`config.mk`:
```
export PLATFORM = sky130hd
export DESIGN_NAME = button_tick_conditioner
export DESIGN_NICKNAME = d
export VERILOG_FILES = /design/src/rtl/button_tick_conditioner.sv
export SDC_FILE = /design/constraint.sdc
export NUM_CORES = 1
export LEC_CHECK = 0
export ABC_AREA = 1
export BUFFER_PORTS_ARGS = -buffer_cell sky130_fd_sc_hd__buf_2
export CELL_PAD_IN_SITES_DETAIL_PLACEMENT = 2
export CELL_PAD_IN_SITES_GLOBAL_PLACEMENT = 2
export CORE_AREA = 2 2 144 146
export CTS_CLUSTER_DIAMETER = 30
export CTS_CLUSTER_SIZE = 28
export DETAILED_ROUTE_END_ITERATION = 6
export DIE_AREA = 0 0 146 148
export GPL_TIMING_DRIVEN = 1
export PLACE_DENSITY = 0.89
export SYNTH_ARGS = -nofsm -noshare
export SYNTH_HDL_FRONTEND = slang
export SYNTH_SLANG_ARGS = --single-unit
export TNS_END_PERCENT = 5
```
`constraint.sdc`:
```
create_clock -name clk -period 2.3 [get_ports clk]
set_input_delay 0.115 -clock clk [delete_from_list [all_inputs] [get_ports clk]]
set_output_delay 0.115 -clock clk [all_outputs]
set_load 0.01 [all_outputs]
```
`src/rtl/button_tick_conditioner.sv`:
```
// Push-button front-end for the countdown timer: synchronizes and debounces three raw
// buttons into single-cycle command pulses, auto-repeats inc, and divides clk down to a tick strobe.
module button_tick_conditioner #(
   parameter int unsigned DEBOUNCE_CYCLES = 1000000,
   parameter int unsigned TICK_DIV        = 50000000,
   parameter int unsigned REPEAT_DELAY    = 25000000,
   parameter int unsigned REPEAT_PERIOD   = 10000000,
   parameter bit          BTN_ACTIVE_LOW  = 1'b1
) (
   input  logic       clk,
   input  logic       rst,
   input  logic       b0_raw,
   input  logic       b1_raw,
   input  logic       b3_raw,
   output logic       stc,
   output logic       inc,
   output logic       run,
   output logic       tick,
   output logic [2:0] btn_level
);

   localparam int unsigned DB_W  = $clog2(DEBOUNCE_CYCLES + 1);
   localparam int unsigned TK_W  = $clog2(TICK_DIV);
   localparam int unsigned R_MAX = (REPEAT_DELAY > REPEAT_PERIOD) ? REPEAT_DELAY : REPEAT_PERIOD;
   localparam int unsigned R_W   = (R_MAX > 1) ? $clog2(R_MAX) : 1;

   localparam logic [DB_W-1:0] DB_LAST = DB_W'(DEBOUNCE_CYCLES - 1);
   localparam logic [TK_W-1:0] TK_LAST = TK_W'(TICK_DIV - 1);
   localparam logic [TK_W-1:0] TK_PRE  = TK_W'(TICK_DIV - 2);
   localparam logic [R_W-1:0]  RD_LAST = R_W'(REPEAT_DELAY - 1);
   localparam logic [R_W-1:0]  RP_LAST = R_W'(REPEAT_PERIOD - 1);

   // Level a raw button shows when it is not pressed.
   localparam logic RELEASED = BTN_ACTIVE_LOW ? 1'b1 : 1'b0;

   typedef enum logic [1:0] {IDLE, DELAY, REPEAT} rep_state_t;

   logic [2:0]      raw_vec;
   logic [2:0]      sync1;
   logic [2:0]      sync2;
   logic [2:0]      p;
   logic [2:0]      s;
   logic [2:0]      s_d;
   logic [2:0]      press;
   logic [2:0]      rise;
   logic [DB_W-1:0] cnt [3];
   rep_state_t      state;
   logic [R_W-1:0]  r;
   logic            rep_q;
   logic [TK_W-1:0] t;

   assign raw_vec = {b3_raw, b1_raw, b0_raw};

   // NOTE: every clocked block uses non-blocking assignments so all flops update
   // from the same pre-edge values and simulation order cannot change the result.
   always_ff @(posedge clk) begin
      if (rst) begin
         sync1 <= {3{RELEASED}};
         sync2 <= {3{RELEASED}};
      end else begin
         sync1 <= raw_vec;
         sync2 <= sync1;
      end
   end

   assign p = BTN_ACTIVE_LOW ? ~sync2 : sync2;

   // A new level is accepted only after DEBOUNCE_CYCLES consecutive disagreeing samples.
   always_ff @(posedge clk) begin
      if (rst) begin
         // NOTE: the three counters are plain flops rather than RAM, so they are
         // cleared on reset like any other state; a stale count would fake a press.
         for (int i = 0; i < 3; i++) cnt[i] <= '0;
         s     <= '0;
         s_d   <= '0;
         press <= '0;
      end else begin
         for (int i = 0; i < 3; i++) begin
            if (p[i] == s[i]) begin
               cnt[i] <= '0;
            end else if (cnt[i] == DB_LAST) begin
               s[i]   <= p[i];
               cnt[i] <= '0;
            end else begin
               cnt[i] <= cnt[i] + DB_W'(1);
            end
         end
         s_d   <= s;
         press <= s & ~s_d;
      end
   end

   assign rise      = s & ~s_d;
   assign btn_level = s;

   // Auto-repeat for inc; it arms on the same edge that registers the press pulse.
   always_ff @(posedge clk) begin
      if (rst) begin
         state <= IDLE;
         r     <= '0;
         rep_q <= 1'b0;
      end else begin
         rep_q <= 1'b0;
         case (state)
            IDLE: begin
               if (rise[1]) begin
                  state <= DELAY;
                  r     <= '0;
               end
            end
            DELAY: begin
               if (!s[1]) begin
                  state <= IDLE;
               end else if (r == RD_LAST) begin
                  rep_q <= 1'b1;
                  state <= REPEAT;
                  r     <= '0;
               end else begin
                  r <= r + R_W'(1);
               end
            end
            REPEAT: begin
               if (!s[1]) begin
                  state <= IDLE;
               end else if (r == RP_LAST) begin
                  rep_q <= 1'b1;
                  r     <= '0;
               end else begin
                  r <= r + R_W'(1);
               end
            end
            default: state <= IDLE;
         endcase
      end
   end

   // tick is registered one count early so it is high exactly while t == TICK_DIV-1.
   always_ff @(posedge clk) begin
      if (rst) begin
         t    <= '0;
         tick <= 1'b0;
      end else begin
         if (t == TK_LAST) t <= '0;
         else              t <= t + TK_W'(1);
         tick <= (t == TK_PRE);
      end
   end

   assign stc = press[0];
   assign inc = press[1] | rep_q;
   assign run = press[2];

endmodule

```
; ---- Word-level counts from Yosys, hierarchy flattened
; Memory sizes are Yosys's and may differ from the RTL's.
; Cells that the tools add are included.
[classes]
n_mux = 60
n_bitwise = 16
n_reduce_logical = 8
n_eq_ne = 17
add_sub_neg = 5
[op_table]
columns = cell, count
row1 = 20-bit two-way mux, 9
row2 = 25-bit two-way mux, 5
row3 = 25-bit case mux with 3 select lines, 1
row4 = "20-bit by 1-bit adder with 20-bit output, second input constant", 3
row5 = "20-bit equality test, second input constant", 3
row6 = "26-bit equality test, second input constant", 2
row7 = 1-bit two-way mux, 39
row8 = "26-bit by 1-bit adder with 26-bit output, second input constant", 1
row9 = "25-bit by 1-bit adder with 25-bit output, second input constant", 1
row10 = "25-bit by 24-bit equality test with 1-bit output, second input constant", 1
row11 = "25-bit equality test, second input constant", 1
row12 = 1-bit bitwise OR, 10
row13 = 2-bit two-way mux, 4
row14 = "2-bit != test, second input constant", 4
row15 = 3-bit inverter, 2
row16 = 2-bit case mux with 3 select lines, 1
row17 = 2-bit AND reduction, 3
row18 = 4-bit AND reduction, 1
row19 = 3-bit AND, 1
row20 = 1-bit equality test, 3
row21 = "3-bit != test, second input constant", 1
row22 = 1-bit inverter, 3
row23 = 3-bit AND reduction, 1
row24 = 3-bit nonzero test, 1
row25 = other kinds (5), 5
[totals]
ramBits = 60
memories = 1
ff_bits = 70
elab_cells = 119
in_bits = 5
[memory_table]
columns = name, words, width, rd, rd_ports_with_merged_regs, wr, line
row1 = cnt, 3, 20, 3, 0, 3, 46  ; logic [DB_W-1:0] cnt [3];

; ---- Depth between registers and ports, before layout
; Gate-level depths: netlist of run 1.
[logic_depth]
depth_word = 8
ltp_mapped = 12

; ---- Worst setup path before layout of run 1
; No wires, ideal clock.
[synth_path]
path_kind = reg-to-reg
from = mem cnt[2][0] (netlist name)
to = mem cnt[2][16] (netlist name), data pin
path_stages_with_launch = 10
setup_time_ps = 259
path_slack_ps = 691
path_buffers = 1
arrival_ps = 1350
path_cell_list = edfxtp_1 ha_1 nand2_1 inv_1 nand4_1 or2_1 buf_2 nor2_2 nand2_1 nor3b_1
[synth_lines]
columns = item, line
row1 = start: declaration, 46

; ---- Final worst setup path of run 1
[layout_path]
from = reg state[0]
to = reg r[17]
[layout_between]
elab_chain_len = 3
elab_cells_between_ends = 9
classes_between = eq/ne (5) / mux (1) / reduce/logical (3)
[layout_rtl]
columns = item, line
row1 = start: declaration, 47  ; rep_state_t state;
row2 = start signal: assignment, 99  ; state <= IDLE;
row3 = start signal: assignment, 107  ; state <= DELAY;
row4 = start signal: assignment, 113  ; state <= IDLE;
row5 = 2-bit by 1-bit equality test with 1-bit output (tied with other cells), 104  ; case (state)
row6 = 2-bit != test (no source line) or 3-bit nonzero test (tied branches), n/a
row7 = 4-bit AND reduction (no source line), n/a
row8 = end signal: assignment, 119  ; r <= r + R_W'(1);
row9 = end signal: assignment, 129  ; r <= r + R_W'(1);
row10 = end: declaration, 48  ; logic [R_W-1:0] r;
; Several ways; a longest one is shown, not always the timed one.
; A chain may end at the register's enable or synchronous reset.

==> metrics.md, run 1 <==
| Metric | Value |
|---|---|
| Pre-antenna DRT Iters | `4` |
| Depth of the worst register-to-register path | `9` |
| Initial Util | `0.365` |
| Detailed-route via count | `6820` |
| GPL Wtd Cong | `0.783` |
| I/O Pins | `12` |
| Root Driver | `clkbuf_16` |
| MaxCap Viol Count | `0` |
| Final period util | `0.910` |
| Gr ovfl total | `0` |
| Leakage power | `3.19 nW` |
| Yosys top cell area share | `0.246` |
| EDFF count, synth | `60` |
| Setup ws final | `208 ps` |
| Post-Syn Area | `7320 um^2` |
| DRT Wirelength | `23400 um` |
| Die area | `21600 um^2` |
| Fraction of registers with async set or reset after synthesis | `0` |
| Area grow syn2layout | `16.5%` |
| Slew Limit Fails | `0` |
| Final Power | `6.21 mW` |
| Worst hold path class | `input port to register` |
| Die height | `148 um` |
| Warnings, synthesis | `0` |
| Period minus WS final | `2090 ps` |
| CTS buffer count | `17` |
| Worst-path clk slew | `60 ps` |
| Worst EP required | `2660 ps` |
| Finished Cell Area | `8530 um^2` |
| Status | `finished clean` |
| Pre-CTS setup slack | `219 ps` |
| Gr usage total | `0.230` |
| Hold Fails Final Rpt | `0` |
| Critical path class | `register to register` |
| Synth Flop Type | `dfxtp_1` |
| Initial antenna violation count | `0` |
| Hold_sp | `rst` |
| DPL Wire Length | `16000 um` |
| Setup Buffers After CTS | `0` |
| FP Rows | `52` |
| IO Port Bufs | `11` |
| CP Capture Type | `register` |
| Reg-to-reg critical path startpoint | `state[0]$_SDFFE_PP0P_` |
| RSZ-0062 raised after global routing | `no` |
| Leading area contributor after synthesis | `edfxtp_1` |
| Synth area leaders | `edfxtp_1, dfxtp_1, nand2_1` |
| Gate count of the mapped netlist | `994` |
| Synth cell types | `39` |
| Share of the yosys chip area belonging to registers | `0.438` |
| Achievable Freq | `478 MHz` |
| Clk Latency, worst-skew pair | `440 ps` |
| Setup Skew | `7.53 ps` |
| Commonest cells post-synth | `nand2_1, nor2_1, inv_1, nand3_1, dfxtp_1` |
| Post-place instance area | `7880 um^2` |
| Bufs on Longest Clock Path | `2` |
| Routed len/inst | `17.3 um` |
| Largest net degree at the start of global routing | `29` |
| Fin nets | `1087` |
| Via density | `5.03` |
| Core area | `20000 um^2` |
| Antenna cell count | `0` |
| Peak VDD IR | `0.544 mV` |
| Hold Crit Depth | `3` |
| Crit path arrival time | `2450 ps` |
| Most common cell in the netlist | `nand2_1` |
| Pwr Density | `729 nW/um^2` |
| H-Tree Depth | `4` |
| CTS tree | `done` |
| Share of cells above drive strength 1 | `0.0801` |
| First-pass GRT wire length | `39800 um` |
| Iter 0 DRT Violations | `203` |
| TNS Setup | `0 ps` |
| DRC | `0` |
| R2r setup slk | `210 ps` |
| Crit path launch type | `register` |
| Worst R2R End | `r[17]$_SDFFE_PP0P_` |
| Vias in the first global route | `7758` |
| Final Setup Violations | `0` |
| Fin util | `0.426` |
| #FFs+latches synth | `130` |
| Min-Delay Endpoint | `s_d[0]$_SDFF_PP0_` |
| Worst-path fanout max | `24` |
| Final ANT Viol Nets | `0` |
| Clock sink total | `130` |
| Mapped Avg Cell Area | `7.36 um^2` |
| Die W | `146 um` |
## report_power, final
| group | total (mW) | switching (mW) | internal, mW |
|---|---|---|---|
| logic | 0.812 | 0.621 | 0.190 |
| registers | 2.56 | 0.0704 | 2.49 |
| clock network | 2.84 | 1.08 | 1.76 |
| total | 6.21 | 1.77 | 4.44 |
## registers in the layout (all words and copies together) (netlist names)
| name | cells |
|---|---|
| btn_level | 3 |
| cnt | 60 |
| press | 3 |
| r | 25 |
| rep_q | 1 |
| s_d | 3 |
| state | 2 |
| sync1 | 3 |
| sync2 | 3 |
| t | 26 |
| tick | 1 |
## cell usage in the layout, fill, tap and decap left out, types with 34 or more instances in the layout
| cell type | n |
|---|---|
| nand2_1 | 226 |
| nor2_1 | 152 |
| inv_1 | 121 |
| nand3_1 | 78 |
| dfxtp_1 | 70 |
| a21oi_1 | 66 |
| edfxtp_1 | 60 |
| conb_1 | 60 |
| nor3_1 | 40 |
| nand4_1 | 34 |
## cells by family after synthesis
| group | after synthesis | share of synthesized area |
|---|---|---|
| fa+ha+maj | 9 | 0.0154 |
| simple gates | 579 | 0.355 |
| flops | 130 | 0.438 |
| compound gates | 90 | 0.0622 |
| xor+xnor | 39 | 0.0467 |
| other cells | 1 | 0.000512 |
| buf+inv | 146 | 0.0831 |
## per-layer routing
layer | track usage | part of all wire
met1 | 0.273 | 0.45
met3 | 0.0423 | 0.021
met4 | 0.0786 | 0.019
met5 | 0 | 0
met2 | 0.420 | 0.51
## worst max-delay path, cell delays in order (launching register included)
cell,delay (ps)
dfxtp_1,360
inv_1,80
ha_1,240
inv_1,140
o22ai_1,130
nor2_4,200
inv_4,170
nor2_8,340
nand3_1,160
a21oi_1,190
## worst max path at each step
stage | endpoint | from | cells past startpoint | slack, ps
finish | r[17]$_SDFFE_PP0P_ | state[0]$_SDFFE_PP0P_ | 9 | 210
global route | r[9]$_SDFFE_PP0P_ | state[0]$_SDFFE_PP0P_ | 9 | 30
CTS | r[22]$_SDFFE_PP0P_ | r[0]$_SDFFE_PP0P_ | 10 | 140
detailed placement | r[9]$_SDFFE_PP0P_ | state[0]$_SDFFE_PP0P_ | 9 | 220
global placement | r[22]$_SDFFE_PP0P_ | r[0]$_SDFFE_PP0P_ | 10 | 400
floorplan | cnt[2][16]$_SDFFCE_PN0P_ | cnt[2][0]$_SDFFCE_PN0P_ | 9 | 690
## final cells by class
cell class	instances	area [um^2]
well taps	270	338
clock buffers	26	552
fillers	2427	11500
repair buffers	24	173
multi-input cells	777	3740
clock inverters	6	62.6
flip-flops and latches	130	3200
inverters	123	464
## through the flow
stage          instances  hold WS, ps
2_1_floorplan       1053          219
3_3_place_gp        1321          306
3_5_place_dp        1321          307
4_1_cts             1356          181
5_1_grt             1356          227
6_report            1356          197
## timing repair
item	CTS	global route
hold buffers	3	0
setup endpoints to repair	0	7
resized for setup	0	1
hold endpoints to repair	3	0
Note: power is estimated with default switching activity, not from simulation.
==> run 2: changes to the inputs <==
CORE_AREA = 2 2 139 141   (was 2 2 144 146)
DIE_AREA = 0 0 141 143   (was 0 0 146 148)
PLACE_DENSITY = 0.94   (was 0.89)
clock period = 2.7 ns   (was 2.3 ns; I/O delays follow)
==> metrics.md, run 2 (synthesis gave the netlist of run 1 again) <==
| Metric | Value |
|---|---|
| Status | `finished clean` |
| GPL Wtd Cong | `0.798 (+1.9%)` |
| Setup Buffers After CTS | `0 (unchanged)` |
| Worst-path fanout max | `24 (unchanged)` |
| Fin util | `0.455 (+0.0294)` |
| Peak VDD IR | `0.482 mV (-11%)` |
| Dpl cells | `1280 (-3.1%)` |
| MaxCap Viol Count | `0 (unchanged)` |
| Leakage power | `3.17 nW (-0.72%)` |
| Commonest cells after routing, fill and taps aside | `nand2_1, nor2_1, inv_1` |
| FP Rows | `50 (-3.8%)` |
| Crit path arrival time | `2610 ps (+160 ps)` |
| CP Capture Type | `register` |
| Pre-antenna DRT Iters | `5 (+1)` |
| TNS Setup | `0 ps (unchanged)` |
| Critical path class | `register to register` |
| RSZ-0062 raised after global routing | `no` |
| Cells along the critical path | `inv_1 -> ha_1 -> inv_1 -> o22ai_1 -> nor2_4 -> inv_4 -> nor2_8 -> nand3_1 -> a21oi_1` |
| Detailed-route via count | `7111 (+4.3%)` |
| I/O Pins | `12 (unchanged)` |
| DPL Wire Length | `17700 um (+11%)` |
| Rel. slew slack | `0.530` |
| Gr usage total | `0.289 (+0.0587)` |
| Largest delay contributor family on the critical path | `simple AND/OR/NAND/NOR gates` |
| Hold_sp | `rst` |
| Worst hold path class | `input port to register` |
| IO Port Bufs | `11 (unchanged)` |
| Crit-path most repeated cell | `inv_1` |
| Routed len/inst | `21.0 um (+22%)` |
| Final Non-Filler Cells | `1315 (-3.0%)` |
| First-pass GRT wire length | `44800 um (+12%)` |
| Final ANT Viol Nets | `0 (unchanged)` |
| Final period util | `0.855 (-0.0544)` |
| Via density | `5.41 (+7.5%)` |
| Top flop regs | `cnt (60), t (26), r (25)` |
| Die W | `141 um (-3.4%)` |
| Slew of the pin with the lowest slew margin | `703 ps` |
| Finished Cell Area | `8450 um^2 (-0.87%)` |
| DRT Wirelength | `27700 um (+18%)` |
| Gr ovfl total | `0 (unchanged)` |
| Largest Register | `cnt` |
| Core area | `18600 um^2 (-7.3%)` |
| Final hold slack | `214 ps (+16.5 ps)` |
| Pre-CTS setup slack | `576 ps (+357 ps)` |
| Worst-path clk slew | `60 ps (about the same)` |
| Post-place instance area | `7780 um^2 (-1.2%)` |
| Max reg flops | `60 (unchanged)` |
| Bufs on Longest Clock Path | `2 (unchanged)` |
| Initial Util | `0.394 (+0.0287)` |
| Area grow syn2layout | `15.5%` |
| Die area | `20200 um^2 (-6.7%)` |
| CP max stage cell | `dfxtp_1` |
| Fin nets | `1082 (-0.46%)` |
| CTS tree | `done` |
| Reg-to-reg critical path startpoint | `state[1]$_SDFFE_PP0P_` |
| Final Power | `5.53 mW (-11%)` |
| Commonest non-fill, non-tap cell in the layout | `nand2_1` |
| Hold Fails Final Rpt | `0 (unchanged)` |
| Pwr Density | `654 nW/um^2 (-10%)` |
| Setup ws final | `391 ps (+183 ps)` |
| Share of cells above drive strength 1 | `0.0768 (-0.00333)` |
| H-Tree Depth | `4 (unchanged)` |
| Largest net degree at the start of global routing | `29 (unchanged)` |
| Slew Limit Fails | `0 (unchanged)` |
| Iter 0 DRT Violations | `330 (+63%)` |
| Clock sink total | `130 (unchanged)` |
| Layout fillers | `2146 (-12%)` |
| Worst EP required | `3000 ps (+340 ps)` |
| Clk Latency, worst-skew pair | `440 ps (about the same)` |
| DRC | `0 (unchanged)` |
| Antenna cell count | `0 (unchanged)` |
| Critical path launch point | `state[1]$_SDFFE_PP0P_` |
| Period minus WS final | `2310 ps (+217 ps)` |
| Vias in the first global route | `8244 (+6.3%)` |
| Die height | `143 um (-3.4%)` |
| CTS buffer count | `17 (unchanged)` |
| Initial antenna violation count | `0 (unchanged)` |
| Achievable Freq | `433 MHz (-9.4%)` |
| Buf/Inv on CP | `3 (unchanged)` |
| Crit path launch type | `register` |
| Final Setup Violations | `0 (unchanged)` |
| Setup Skew | `9.68 ps (+2.14 ps)` |
| CP max stage delay | `380 ps (+20 ps)` |
| Root Driver | `clkbuf_16` |
[run 2: cell types whose count changed in the layout (fill, tap and decap cells not counted), moves of 2 or more]
cell,delta
clkbuf_16,-2
buf_4,-4
clkinv_2,+2
clkbuf_8,-5
bufinv_16,+4
[run 2: where the power goes]
part	internal [mW]	total (mW)	switching [mW]
sequential	2.12	2.19	0.0716
clock	1.64	2.62	0.978
combinational	0.156	0.719	0.562
total	3.91	5.53	1.61
[run 2: final timing paths]
path | endpoint | slack (ps) | cells after the start
min reg2reg | press[2]$_SDFF_PP0_ | 390 | 1
min | s_d[0]$_SDFF_PP0_ | 210 | 3
max | r[18]$_SDFFE_PP0P_ | 390 | 9
max reg2reg | r[18]$_SDFFE_PP0P_ | 390 | 9
[run 2: worst register-to-register path, stage by stage (launching register included)]
cell	delay [ps]
dfxtp_1	380
inv_1	110
ha_1	190
inv_1	130
o22ai_1	140
nor2_4	210
inv_4	180
nor2_8	360
nand3_1	140
a21oi_1	340
[run 2: layout make-up]
class,count,area [um^2],area share
Clock buffer,18,429,0.0508
Clock inverter,14,211,0.0250
Inverter,123,464,0.0549
Multi-Input combinational cell,777,3730,0.441
Sequential cell,130,3200,0.379
Tap cell,234,293,0.0346
Timing Repair Buffer,19,123,0.0145
[run 2: metal layers]
layer	track usage	share of wire	vias to the layer above
met3	0.0550	0.033	80
met5	0	0	-
met2	0.541	0.53	153
li1	-	-	3327
met1	0.312	0.39	3551
met4	0.145	0.042	0
[run 2: repair_timing]
| action | CTS | global route |
|---|---|---|
| endpoints found under the hold margin | 3 | 0 |
| gates resized for setup | 0 | 0 |
| setup endpoints to repair | 0 | 0 |
| hold buffers | 3 | 0 |
